$ cat config.mk
export PLATFORM = sky130hd
export DESIGN_NAME = rx_frame_filter
export DESIGN_NICKNAME = d
export VERILOG_FILES = /design/src/rtl/rx_frame_filter.sv
export SDC_FILE = /design/constraint.sdc
export NUM_CORES = 1
export LEC_CHECK = 0
export CORE_ASPECT_RATIO = 1.1
export CORE_MARGIN = 4
export CORE_UTILIZATION = 26
export CTS_BUF_LIST = sky130_fd_sc_hd__clkbuf_4 sky130_fd_sc_hd__clkbuf_8
export DETAILED_ROUTE_END_ITERATION = 6
export PLACE_DENSITY_LB_ADDON = 0.15
export SLEW_MARGIN = 20
export SYNTH_ARGS = -nofsm -noshare
export SYNTH_HDL_FRONTEND = slang
export SYNTH_SLANG_ARGS = --single-unit
$ cat constraint.sdc
create_clock -name clk -period 10.1 [get_ports clk]
set_input_delay 2.02 -clock clk [delete_from_list [all_inputs] [get_ports clk]]
set_output_delay 2.02 -clock clk [all_outputs]
set_load 0.1 [all_outputs]
$ cat src/rtl/rx_frame_filter.sv
`default_nettype none
// ============================================================================
// Module      : rx_frame_filter
// Description : Classifies received frames, queues accepted ones in a FWFT
//               FIFO and keeps saturating statistics counters.
// Revision    : 1.0 - initial release
// ============================================================================
module rx_frame_filter #(
    parameter int ID_W      = 2,
    parameter int PAYLOAD_W = 128,
    parameter int DEPTH     = 4,
    parameter int CNT_W     = 16,
    parameter int BCAST_EN  = 1
) (
    input  logic                     clk,
    input  logic                     rst_n,
    input  logic [ID_W-1:0]          my_id,
    input  logic                     promisc,
    input  logic                     cnt_clr,
    input  logic                     in_valid,
    input  logic                     in_crc_err,
    input  logic [ID_W-1:0]          in_dest,
    input  logic [ID_W-1:0]          in_src,
    input  logic [PAYLOAD_W-1:0]     in_payload,
    output logic                     out_valid,
    input  logic                     out_ready,
    output logic [ID_W-1:0]          out_dest,
    output logic [ID_W-1:0]          out_src,
    output logic [PAYLOAD_W-1:0]     out_payload,
    output logic                     out_bcast,
    output logic [$clog2(DEPTH):0]   fifo_level,
    output logic                     invalid_pkt,
    output logic                     overflow,
    output logic [CNT_W-1:0]         ok_cnt,
    output logic [CNT_W-1:0]         crc_cnt,
    output logic [CNT_W-1:0]         miss_cnt,
    output logic [CNT_W-1:0]         drop_cnt
);

    localparam int              c_AW       = $clog2(DEPTH);
    localparam int              c_LW       = c_AW + 1;
    localparam logic [ID_W-1:0] c_BCAST_ID = '1;
    localparam logic [c_LW-1:0] c_FULL_LVL = c_LW'(DEPTH);

    logic [ID_W-1:0]      r_mem_dest    [DEPTH];
    logic [ID_W-1:0]      r_mem_src     [DEPTH];
    logic [PAYLOAD_W-1:0] r_mem_payload [DEPTH];
    logic                 r_mem_bcast   [DEPTH];

    logic [c_AW-1:0]  r_wr_ptr;
    logic [c_AW-1:0]  r_rd_ptr;
    logic [c_LW-1:0]  r_level;
    logic             r_invalid;
    logic             r_overflow;
    logic [CNT_W-1:0] r_ok_cnt;
    logic [CNT_W-1:0] r_crc_cnt;
    logic [CNT_W-1:0] r_miss_cnt;
    logic [CNT_W-1:0] r_drop_cnt;

    logic w_empty;
    logic w_full;
    logic w_is_bcast;
    logic w_match;
    logic w_good;
    logic w_accept;
    logic w_miss;
    logic w_crc;
    logic w_pop;
    logic w_push;
    logic w_drop;

    // Classification: CRC error outranks addressing; accepted frames may still be dropped when full.
    assign w_empty    = (r_level == '0);
    assign w_full     = (r_level == c_FULL_LVL);
    assign w_is_bcast = (BCAST_EN != 0) && (in_dest == c_BCAST_ID);
    assign w_match    = (in_dest == my_id) || w_is_bcast || promisc;
    assign w_good     = in_valid && !in_crc_err;
    assign w_crc      = in_valid && in_crc_err;
    assign w_accept   = w_good && w_match;
    assign w_miss     = w_good && !w_match;
    assign w_pop      = !w_empty && out_ready;
    assign w_push     = w_accept && (!w_full || w_pop);
    assign w_drop     = w_accept && !w_push;

    function automatic logic [CNT_W-1:0] f_sat_inc(input logic [CNT_W-1:0] v, input logic en);
        return (en && (v != '1)) ? v + CNT_W'(1) : v;
    endfunction

    // Frame storage carries no reset; validity is tracked purely by the pointers and level.
    always_ff @(posedge clk) begin
        if (w_push) begin
            r_mem_dest[r_wr_ptr]    <= in_dest;
            r_mem_src[r_wr_ptr]     <= in_src;
            r_mem_payload[r_wr_ptr] <= in_payload;
            r_mem_bcast[r_wr_ptr]   <= w_is_bcast;
        end
    end

    always_ff @(posedge clk or negedge rst_n) begin
        if (!rst_n) begin
            r_wr_ptr <= '0;
            r_rd_ptr <= '0;
            r_level  <= '0;
        end else begin
            if (w_push) r_wr_ptr <= r_wr_ptr + c_AW'(1);
            if (w_pop)  r_rd_ptr <= r_rd_ptr + c_AW'(1);
            case ({w_push, w_pop})
                2'b10:   r_level <= r_level + c_LW'(1);
                2'b01:   r_level <= r_level - c_LW'(1);
                default: r_level <= r_level;
            endcase
        end
    end

    always_ff @(posedge clk or negedge rst_n) begin
        if (!rst_n) begin
            r_invalid <= 1'b0;
        end else if (w_good) begin
            r_invalid <= !w_match;
        end
    end

    // Clear wins over any event arriving in the same cycle.
    always_ff @(posedge clk or negedge rst_n) begin
        if (!rst_n) begin
            r_overflow <= 1'b0;
            r_ok_cnt   <= '0;
            r_crc_cnt  <= '0;
            r_miss_cnt <= '0;
            r_drop_cnt <= '0;
        end else if (cnt_clr) begin
            r_overflow <= 1'b0;
            r_ok_cnt   <= '0;
            r_crc_cnt  <= '0;
            r_miss_cnt <= '0;
            r_drop_cnt <= '0;
        end else begin
            if (w_drop) r_overflow <= 1'b1;
            r_ok_cnt   <= f_sat_inc(r_ok_cnt,   w_push);
            r_crc_cnt  <= f_sat_inc(r_crc_cnt,  w_crc);
            r_miss_cnt <= f_sat_inc(r_miss_cnt, w_miss);
            r_drop_cnt <= f_sat_inc(r_drop_cnt, w_drop);
        end
    end

    // Head fields are forced to zero while empty so reset leaves every output at 0.
    assign out_valid   = !w_empty;
    assign out_dest    = w_empty ? '0   : r_mem_dest[r_rd_ptr];
    assign out_src     = w_empty ? '0   : r_mem_src[r_rd_ptr];
    assign out_payload = w_empty ? '0   : r_mem_payload[r_rd_ptr];
    assign out_bcast   = w_empty ? 1'b0 : r_mem_bcast[r_rd_ptr];
    assign fifo_level  = r_level;
    assign invalid_pkt = r_invalid;
    assign overflow    = r_overflow;
    assign ok_cnt      = r_ok_cnt;
    assign crc_cnt     = r_crc_cnt;
    assign miss_cnt    = r_miss_cnt;
    assign drop_cnt    = r_drop_cnt;

endmodule
`default_nettype wire

; After elaboration in Yosys (flattened, before gate mapping)
; Memories as Yosys holds them, arrays and structs flattened.
; Cells that the tools add are included.
[word_totals]
register_bits = 73
mem_bits_rw = 532
in_bits = 141
out_inout_bits = 203
wordCells = 73
mem_count = 4
[op_classes]
n_addsub = 8
n_eq_ne = 9
mux = 17
n_reduce_logical = 26
[memory_table]
columns = name, words, width, rd, rd_clocked_by_memory_dff, write_ports, line
row1 = r_mem_payload, 4, 128, 1, 0, 1, 47  ; logic [PAYLOAD_W-1:0] r_mem_payload [DEPTH];
row2 = r_mem_dest, 4, 2, 1, 0, 1, 45  ; logic [ID_W-1:0] r_mem_dest [DEPTH];
row3 = r_mem_src, 4, 2, 1, 0, 1, 46  ; logic [ID_W-1:0] r_mem_src [DEPTH];
row4 = r_mem_bcast, 4, 1, 1, 0, 1, 48  ; logic r_mem_bcast [DEPTH];
[ops]
columns = cell, count
row1 = 128-bit 2-to-1 mux, 1
row2 = 16-bit 2-to-1 mux, 8
row3 = 16-bit by 1-bit adder with 16-bit output (second input constant), 4
row4 = 16-bit inequality test (second input constant), 4
row5 = 2-bit nonzero test, 6
row6 = 1-bit logical AND, 11
row7 = 3-bit one-hot mux with 2 select lines, 1
row8 = 1-bit logical NOT, 5
row9 = 1-bit 2-to-1 mux, 5
row10 = 2-bit by 1-bit adder with 2-bit output (second input constant), 2
row11 = 2-bit == test (second input constant), 2
row12 = 2-bit 2-to-1 mux, 2
row13 = 3-bit by 1-bit adder with 3-bit output (second input constant), 1
row14 = 3-bit == test (second input constant), 1
row15 = 3-bit logical NOT, 1
row16 = 1-bit logical OR, 3
row17 = 3-bit by 1-bit subtractor with 3-bit output (second input constant), 1
row18 = 2-bit by 1-bit == test with 1-bit output (second input constant), 1
row19 = 2-bit == test, 1

; Logic depth before layout (Yosys ltp)
; Gate-level depths: netlist (run 1).
[depth]
ltp_word = 10
depth_mapped = 9
depth_no_buf = 8

; Least setup slack after synthesis (run 1)
; OpenSTA, ideal clock, no wires.
[synth_path]
path_type = input to register
from = input in_dest[1]
to = memory r_mem_bcast[0], enable pin
setup_time_ps = 627
t_arrival_ps = 8307
required_ps = 9473
slack_ps = 1167
cell_stages = 5
path_buffers = 1
cell_sequence = nor2b_1 -> o21ai_2 -> nand3_1 -> buf_2 -> nor2_1
[synth_via]
elab_chain_cells = 7
elab_cells_between_ends = 8
cone_classes = 2 x eq/ne / 2 x mux / 4 x reduce/logical
[synth_rtl]
columns = item, line
row1 = from (decl), 22  ; input logic [ID_W-1:0] in_dest,
row2 = 2-bit == test (on tied branches), "76, 75"
row3 = 1-bit logical OR (*) (2 in series), 76  ; assign w_match = (in_dest == my_id) || w_is_bcast || promisc;
row4 = 1-bit logical AND (*), 79  ; assign w_accept = w_good && w_match;
row5 = 1-bit logical AND (*), 82  ; assign w_push = w_accept && (!w_full || w_pop);
row6 = 1-bit 2-to-1 mux (*), 91  ; if (w_push) begin
row7 = 1-bit 2-to-1 mux (not written as such) (*), 95  ; r_mem_bcast[r_wr_ptr] <= w_is_bcast;
row8 = to (decl), 48
; Mark *: on every way between the ends. The rest lies on a longest branch, timed or not.

; Worst setup path after layout (run 1)
[layout_path]
from = register r_rd_ptr[0]
to = output out_payload[122]
[layout_via]
elab_chain_cells = 2
[layout_rtl]
columns = item, line
row1 = from (decl), 51  ; logic [c_AW-1:0] r_rd_ptr;
row2 = from (signal assigned), 106  ; if (w_pop) r_rd_ptr <= r_rd_ptr + c_AW'(1);
row3 = memory read 4 x 128 bit, n/a
row4 = 128-bit 2-to-1 mux, 150  ; assign out_payload = w_empty ? '0 : r_mem_payload[r_rd_ptr];
row5 = to (decl), 29  ; output logic [PAYLOAD_W-1:0] out_payload,
; No other way between the ends.

==> results.toml, run 1 <==
[worst_setup_path]
crit_required_ns = 8.08
crit_path_end_kind = "primary output"
crit_path_max_incr_delay_ns = 1.03
cp_top_family = "buffers and inverters"
crit_slowest_cell = "clkdlybuf4s50_1"
critPathMaxFanout = 86
reg2reg_slack_ns = 7.24
rr_startpoint = "fifo_level[2]"
r2r-end = "r_mem_payload[0][110]"
start_kind = "register"
cp_cell_sequence = "buf_12 -> mux4_2 -> and2_1 -> clkdlybuf4s50_1"
r2r_cells = 6
critPathBufInv = 2
critPathArrivalTime_ns = 4.06
path_class = "reg2out"
path_depth = 4

[placement]
place.detailed.hpwl_um = 36500
routabilityCongestion = 0.708
port-buffer-count = 343
dp.cells = 2739

[clock_tree]
htreeDepth = 3
cts_buffers = 105
clkTransAtPathRegs_ns = 0.06
cts_root_buf = "clkbuf_8"
cts_setup_buffers = 0
cts_buffer_depth = 3
cts_tree = "built"
clkLatencyLatePin_ns = 0.73
ctsResizeCount = 0
cts.sinks = 605
hold_buffers = 0

[finish]
syn2layout_area_growth_pct = 29.2
nNetsFinal = 1816
fin_cells = 2940
num-fill-cells = 8769
drive_gt1_share_pct = 19.7
multi_input_comb_area_sq_um = 5930
register_area_sq_um = 17800

[sta]
setup_violations = 0
finalCriticalPeriod_ns = 6.08
timing.setup.tns_ns = 0
max_freq_mhz = 164
rsz0062_at_grt = "false"
relSlewSlack_pct = 15.4
min_period_over_period_pct = 60.2
clock_skew_ns = 0.0315
worst_pin_slew_ns = 1.27
finalMaxSlewViolations = 0
hold_viol_final = 0

[synthesis]
synth_top_area_share_pct = 66.6
synthTopCellsByCount = "532 x edfxtp_1, 138 x and2_1, 133 x mux4_2, 73 x dfrtp_1, 69 x nor2_1"
syn_area_per_cell_sq_um = 19.0
synth_top_area_cell = "edfxtp_1"
ys_warn_count = 0
synthArstFlopShare_pct = 12.1
ys.flop_type = "edfxtp_1"
synth_area_leaders = "edfxtp_1 67%, mux4_2 12%, dfrtp_1 7.6%"
seq_area_frac_synth_pct = 74.2
synth.cell_area_sq_um = 24000
synth_nets = 1415
ys_ff_latch = 605
synth.distinct_cells = 54
synth_most_common_cell = "edfxtp_1"
synthCells = 1265
synth_edf_count = 532

[worst_hold_path]
whs_path_depth = 1
min_to = "invalid_pkt"
hold_path.class = "reg2reg"
min_from = "invalid_pkt"

[drt]
dr_total_vias = 12800
via_per_inst = 4.36
routed_wl_um = 61900
ant_nets = 0
first_pass_iters = 4
drt_drc_violations_left = 0
routedWlPerCell_um = 21.1
drt-initial-drc-count = 557

[global_route]
track_usage_pct = 12.6
grt_pass1_vias = 13900
grt_max_degree = 126
grt-ovfl-total = 0
antenna_found_initial = 17
grt_pass1_wl_um = 92400

[floorplanning]
fp.coreArea_sq_um = 91300
start_util_pct = 26.3
die_y_um = 327
ioPinCount = 344
dieWidth_um = 298
num_rows = 116
die_area_sq_um = 97200

[outcome]
status = "complete, no violations"

[run]
drv_cap = 0
==> worst reg2reg max path: cells and delay by family, from the launching register on <==
| kind | cells | cell delay [ns] |
|---|---|---|
| AND/OR/NAND/NOR | 4 | 0.80 |
| flip-flops | 1 | 0.42 |
| buffers and inverters | 2 | 0.71 |
==> area by class of cell <==
class,count,share of cell area (%)
Multi-Input combinational cell,585,19.1
Antenna cell,6,0.0484
Sequential cell,605,57.4
Timing Repair Buffer,353,11.5
Clock inverter,51,1.20
Clock buffer,144,5.67
Tap cell,1180,4.76
Inverter,16,0.194
==> worst max-delay path by stage <==
stage | startpoint | end | slack [ns]
global placement | r_rd_ptr[0] | out_payload[85] | 4.62
global route | r_rd_ptr[0] | out_payload[107] | 3.69
floorplan | in_dest[1] | r_mem_bcast[0] | 1.17
CTS | r_rd_ptr[0] | out_payload[107] | 3.80
detailed placement | r_rd_ptr[0] | out_payload[85] | 4.64
finish | r_rd_ptr[0] | out_payload[122] | 4.02
==> stage by stage <==
stage                     utilization (%)  setup slack [ns]  hold WS [ns]  cell area [sq um]
after floorplan                         -              1.17         0.498              24000
after global placement               31.6              4.62         0.473              28800
after detailed placement             31.6              4.64         0.486              28800
after CTS                            33.9              3.80         0.505              31000
after global routing                 33.9              3.69         0.534              31000
final                                34.0              4.02         0.495              31000
==> logic make-up after synthesis <==
family | share of synthesized area [%]
AOI/OAI and AO/OA | 1.05
DFF | 74.2
and+or+nand+nor | 8.36
xor gates and xnor gates | 2.01
buffers and inverters | 1.28
muxes | 12.6
adders and majority gates | 0.501
==> routing by layer <==
| metal | wire length [um] | global-route usage (%) |
|---|---|---|
| met1 | 25800 | 15.7 |
| met2 | 29400 | 20.1 |
| met3 | 5080 | 4.76 |
| met4 | 1510 | 4.51 |
| met5 | 95 | 0 |
==> cells in the final DEF, fill, tap and decap left out, types with 24 or more instances in the layout <==
cell type          n
dfrtp_1           71
nor2_1            65
clkbuf_4          36
clkdlybuf4s50_1  341
nand3_1           31
xnor2_1           37
and2_1           138
mux4_2           133
nand2_1           29
clkinv_1          24
edfxtp_1         532
clkbuf_8         108
==> sequential cells by signal, summed over array words and instances (netlist names) <==
signal	count
r_rd_ptr	2
r_mem_src	8
r_mem_payload	512
invalid_pkt	1
miss_cnt	16
ok_cnt	16
r_wr_ptr	2
drop_cnt	16
r_mem_dest	8
fifo_level	3
r_mem_bcast	4
crc_cnt	16
overflow	1
Power of run 1 is left out: the tool's default activity adds up to more than one toggle a clock period on the data nets, which glitch-free logic cannot reach.
==> run 2, diff against run 1 <==
==> constraint.sdc (replaced) <==
create_clock -name clk -period 6.3 [get_ports clk]
set_input_delay 1.26 -clock clk [delete_from_list [all_inputs] [get_ports clk]]
set_output_delay 1.26 -clock clk [all_outputs]
set_load 0.1 [all_outputs]
==> results.toml, run 2 (same netlist as run 1, synthesis figures left out) <==
[outcome]
status = "complete, no violations"

[sta]
setup_violations = 0
rsz0062_at_grt = "false"
finalCriticalPeriod_ns = 5.12
clock_skew_ns = 0.0304
relSlewSlack_pct = 23.1
max_freq_mhz = 195
min_period_over_period_pct = 81.3
hold_viol_final = 0
worst_pin_slew_ns = 1.15
finalMaxSlewViolations = 0

[drt]
routedWlPerCell_um = 21.3
ant_nets = 0
drt_drc_violations_left = 0
via_per_inst = 4.44
drt-initial-drc-count = 723
first_pass_iters = 5
routed_wl_um = 62700
dr_total_vias = 13100

[placement]
port-buffer-count = 343
dp.cells = 2746
place.detailed.hpwl_um = 36900
routabilityCongestion = 0.712

[clock_tree]
hold_buffers = 0
cts_root_buf = "clkbuf_8"
clkTransAtPathRegs_ns = 0.06
htreeDepth = 3
cts_setup_buffers = 0
clkLatencyLatePin_ns = 0.70
cts.sinks = 605
cts_buffers = 106
ctsResizeCount = 0
cts_buffer_depth = 3
cts_tree = "built"

[global_route]
antenna_found_initial = 6
grt_pass1_vias = 14300
grt_max_degree = 135
grt_pass1_wl_um = 93700
grt-ovfl-total = 0
track_usage_pct = 12.8

[finish]
largest_reg_flops = 512
layout_commonest_cell = "edfxtp_1"
nNetsFinal = 1824
drive_gt1_share_pct = 20.0
fin_cells = 2947
syn2layout_area_growth_pct = 29.8
largest-register = "r_mem_payload"
mostFrequentLayoutCells = "532 x edfxtp_1, 341 x clkdlybuf4s50_1, 138 x and2_1"

[floorplanning]
start_util_pct = 26.3
fp.coreArea_sq_um = 91300
die_area_sq_um = 97200
num_rows = 116
dieWidth_um = 298
ioPinCount = 344
die_y_um = 327

[worst_setup_path]
critPathBufInv = 2
crit_path_max_incr_delay_ns = 1.24
critPathMaxFanout = 78
crit_required_ns = 5.04
critPathLaunch = "fifo_level[0]"
crit_path_end_kind = "primary output"
path_class = "reg2out"
cp_cell_sequence = "nor2_1 -> nand2_4 -> buf_12 -> and2_1 -> clkdlybuf4s50_1"
cp_top_family = "buffers and inverters"
rr_startpoint = "fifo_level[2]"
start_kind = "register"
crit_slowest_cell = "clkdlybuf4s50_1"
critPathArrivalTime_ns = 3.86

[run]
drv_cap = 0

[worst_hold_path]
hold_path.class = "in2async"
run 2: cell types whose count changed in the layout (fill, tap and decap cells not counted), sizes merged:
cell and change:
buf +7, diode -1, clkinvlp +2, bufinv +2, clkbuf -4, inv +1
run 2: final cells by class:
| type | instances | area [sq um] |
|---|---|---|
| Clock buffer | 140 | 1740 |
| Timing Repair Buffer | 360 | 3670 |
| Tap cell | 1180 | 1480 |
| Clock inverter | 56 | 454 |
| Sequential cell | 605 | 17800 |
| Fill cell | 8767 | 60200 |
| Inverter | 16 | 60.1 |
| Multi-Input combinational cell | 585 | 5920 |
| Antenna cell | 5 | 12.5 |
run 2: metrics by stage:
stage          worst slack (ns)  setup TNS [ns]  util, %  hold WS [ns]  area [sq um]
3_3_place_gp               1.72               0     31.7         0.465         28900
4_1_cts                   0.929               0     34.1         0.259         31100
3_5_place_dp               1.66               0     31.7         0.473         28900
2_1_floorplan             -1.87         -996.68        -         0.498         24000
5_1_grt                   0.932               0     34.1         0.294         31100
6_report                   1.18               0     34.1         0.370         31100
run 2: worst reg2reg max path: cells and delay by family, from the launching register on:
kind	cells	cell delay, ns
simple gates	4	1.56
flops	1	0.43
buf+inv	1	0.42
run 2: final timing paths:
kind	end	slack, ns	depth (start not counted)
worst max register to register	r_mem_payload[0][70]	3.43	5
max in group asynchronous	r_rd_ptr[0]	4.69	2
worst min-delay path	ok_cnt[11]	0.37	1
min in group clk	invalid_pkt	0.49	1
worst min register to register	invalid_pkt	0.49	1
worst max-delay path	out_payload[29]	1.18	5
run 2: routing by layer:
| layer | GRT usage (%) | up-vias | share of wire [%] |
|---|---|---|---|
| li1 | - | 5799 | - |
| met1 | 16.5 | 6837 | 43 |
| met2 | 20.7 | 351 | 48 |
| met3 | 3.72 | 90 | 6.9 |
| met4 | 4.34 | 4 | 1.9 |
| met5 | 0 | - | 0.048 |
Power of run 2 is left out for the same reason.
==> run 3, diff against run 2 <==
==> constraint.sdc (replaced) <==
create_clock -name clk -period 5.3 [get_ports clk]
set_input_delay 1.06 -clock clk [delete_from_list [all_inputs] [get_ports clk]]
set_output_delay 1.06 -clock clk [all_outputs]
set_load 0.1 [all_outputs]
==> results.toml, run 3 (same netlist as run 1, synthesis figures left out) <==
[outcome]
status = "complete, no violations"

[finish]
fin_util_pct = 34.2
nNetsFinal = 1845
final_area_sq_um = 31200
largest-register = "r_mem_payload"
largest_reg_flops = 512
mostFrequentLayoutCells = "532 x edfxtp_1, 321 x clkdlybuf4s50_1, 138 x and2_1"
syn2layout_area_growth_pct = 30.2
drive_gt1_share_pct = 21.9
layout_commonest_cell = "edfxtp_1"

[worst_setup_path]
crit_path_end_kind = "primary output"
critPathMaxFanout = 23
critPathBufInv = 2
crit_required_ns = 4.24
reg2reg_slack_ns = 2.60
cp_top_family = "buffers and inverters"
critPathArrivalTime_ns = 3.66
cp_cell_sequence = "buf_4 -> mux4_2 -> and2_1 -> clkdlybuf4s50_1"
path_class = "reg2out"
crit_path_max_incr_delay_ns = 0.96
crit_slowest_cell = "clkdlybuf4s50_1"
start_kind = "register"

[floorplanning]
die_y_um = 327
die_area_sq_um = 97200
dieWidth_um = 298
start_util_pct = 26.3
ioPinCount = 344
num_rows = 116
fp.coreArea_sq_um = 91300

[clock_tree]
cts_setup_buffers = 0
cts.sinks = 605
cts_buffers = 106
ctsResizeCount = 0
htreeDepth = 3
cts_buffer_depth = 3
cts_tree = "built"
cts_root_buf = "clkbuf_8"
clkTransAtPathRegs_ns = 0.06
clkLatencyLatePin_ns = 0.72
hold_buffers = 0

[placement]
place.detailed.hpwl_um = 39300
port-buffer-count = 343
placed_area_sq_um = 29200
routabilityCongestion = 0.726

[sta]
setup_violations = 0
worst_pin_slew_ns = 1.09
relSlewSlack_pct = 27.4
finalCriticalPeriod_ns = 4.72
clock_skew_ns = 0.0260
min_period_over_period_pct = 89.1
max_freq_mhz = 212
hold_viol_final = 0
rsz0062_at_grt = "false"
finalMaxSlewViolations = 0

[global_route]
grt_pass1_wl_um = 93300
grt_max_degree = 94
track_usage_pct = 12.7
grt-ovfl-total = 0
antenna_found_initial = 11
grt_pass1_vias = 14300

[drt]
ant_nets = 0
drt-initial-drc-count = 500
drt_drc_violations_left = 0
via_per_inst = 4.37
dr_total_vias = 12900
routed_wl_um = 62400
routedWlPerCell_um = 21.1
first_pass_iters = 4

[run]
drv_cap = 0

[worst_hold_path]
hold_path.class = "in2async"
## run 3: cell types whose count changed in the layout (fill, tap and decap cells not counted), moves of 5 or more
cell             before  now
clkinv_2             16    9
diode_2               5   10
clkinv_1             26   17
clkdlybuf4s50_1     341  321
bufinv_16             6    1
buf_4                 9   37
clkbuf_4             30   36
buf_12                9   21
## run 3: worst paths after layout
kind | startpoint | end | cells after the start
max | r_rd_ptr[0] | out_payload[1] | 4
min | rst_n | crc_cnt[7] | 1
max reg2reg | fifo_level[2] | r_mem_payload[1][51] | 5
min reg2reg | invalid_pkt | invalid_pkt | 1
max in group asynchronous | rst_n | ok_cnt[11] | 3
min in group clk | invalid_pkt | invalid_pkt | 1
## run 3: area by class of cell
| cell class | count | area (sq um) |
|---|---|---|
| well taps | 1180 | 1480 |
| clock buffers | 148 | 1810 |
| multi-input cells | 585 | 5920 |
| inverters | 16 | 60.1 |
| flip-flops and latches | 605 | 17800 |
| fillers | 8754 | 60000 |
| clock inverters | 33 | 220 |
| diodes | 10 | 25.0 |
| repair buffers | 381 | 3920 |
## run 3: worst register-to-register path, stage by stage (launching register included)
cell,delay [ns]
dfrtp_1,0.43
nor4b_2,0.20
nor2_1,0.09
nand3_1,0.38
nor2_4,0.86
buf_4,0.41
## run 3: per-stage QoR
stage               cells  TNS (ns)  hold slack, ns  setup WS (ns)
detailed placement   2766         0           0.478          0.972
global route         2951         0           0.166          0.287
floorplan            1265   -230.64           0.498         -0.434
CTS                  2947         0           0.471          0.342
finish               2958         0           0.238          0.579
global placement     2766         0           0.470           1.05
## run 3: routing by layer
| layer | wire, um | GRT usage [%] | vias to the layer above |
|---|---|---|---|
| li1 | - | - | 5845 |
| met1 | 25400 | 15.4 | 6692 |
| met2 | 31700 | 21.9 | 323 |
| met3 | 4310 | 3.98 | 75 |
| met4 | 948 | 3.32 | 4 |
| met5 | 27 | 0 | - |
Power of run 3 is left out for the same reason.
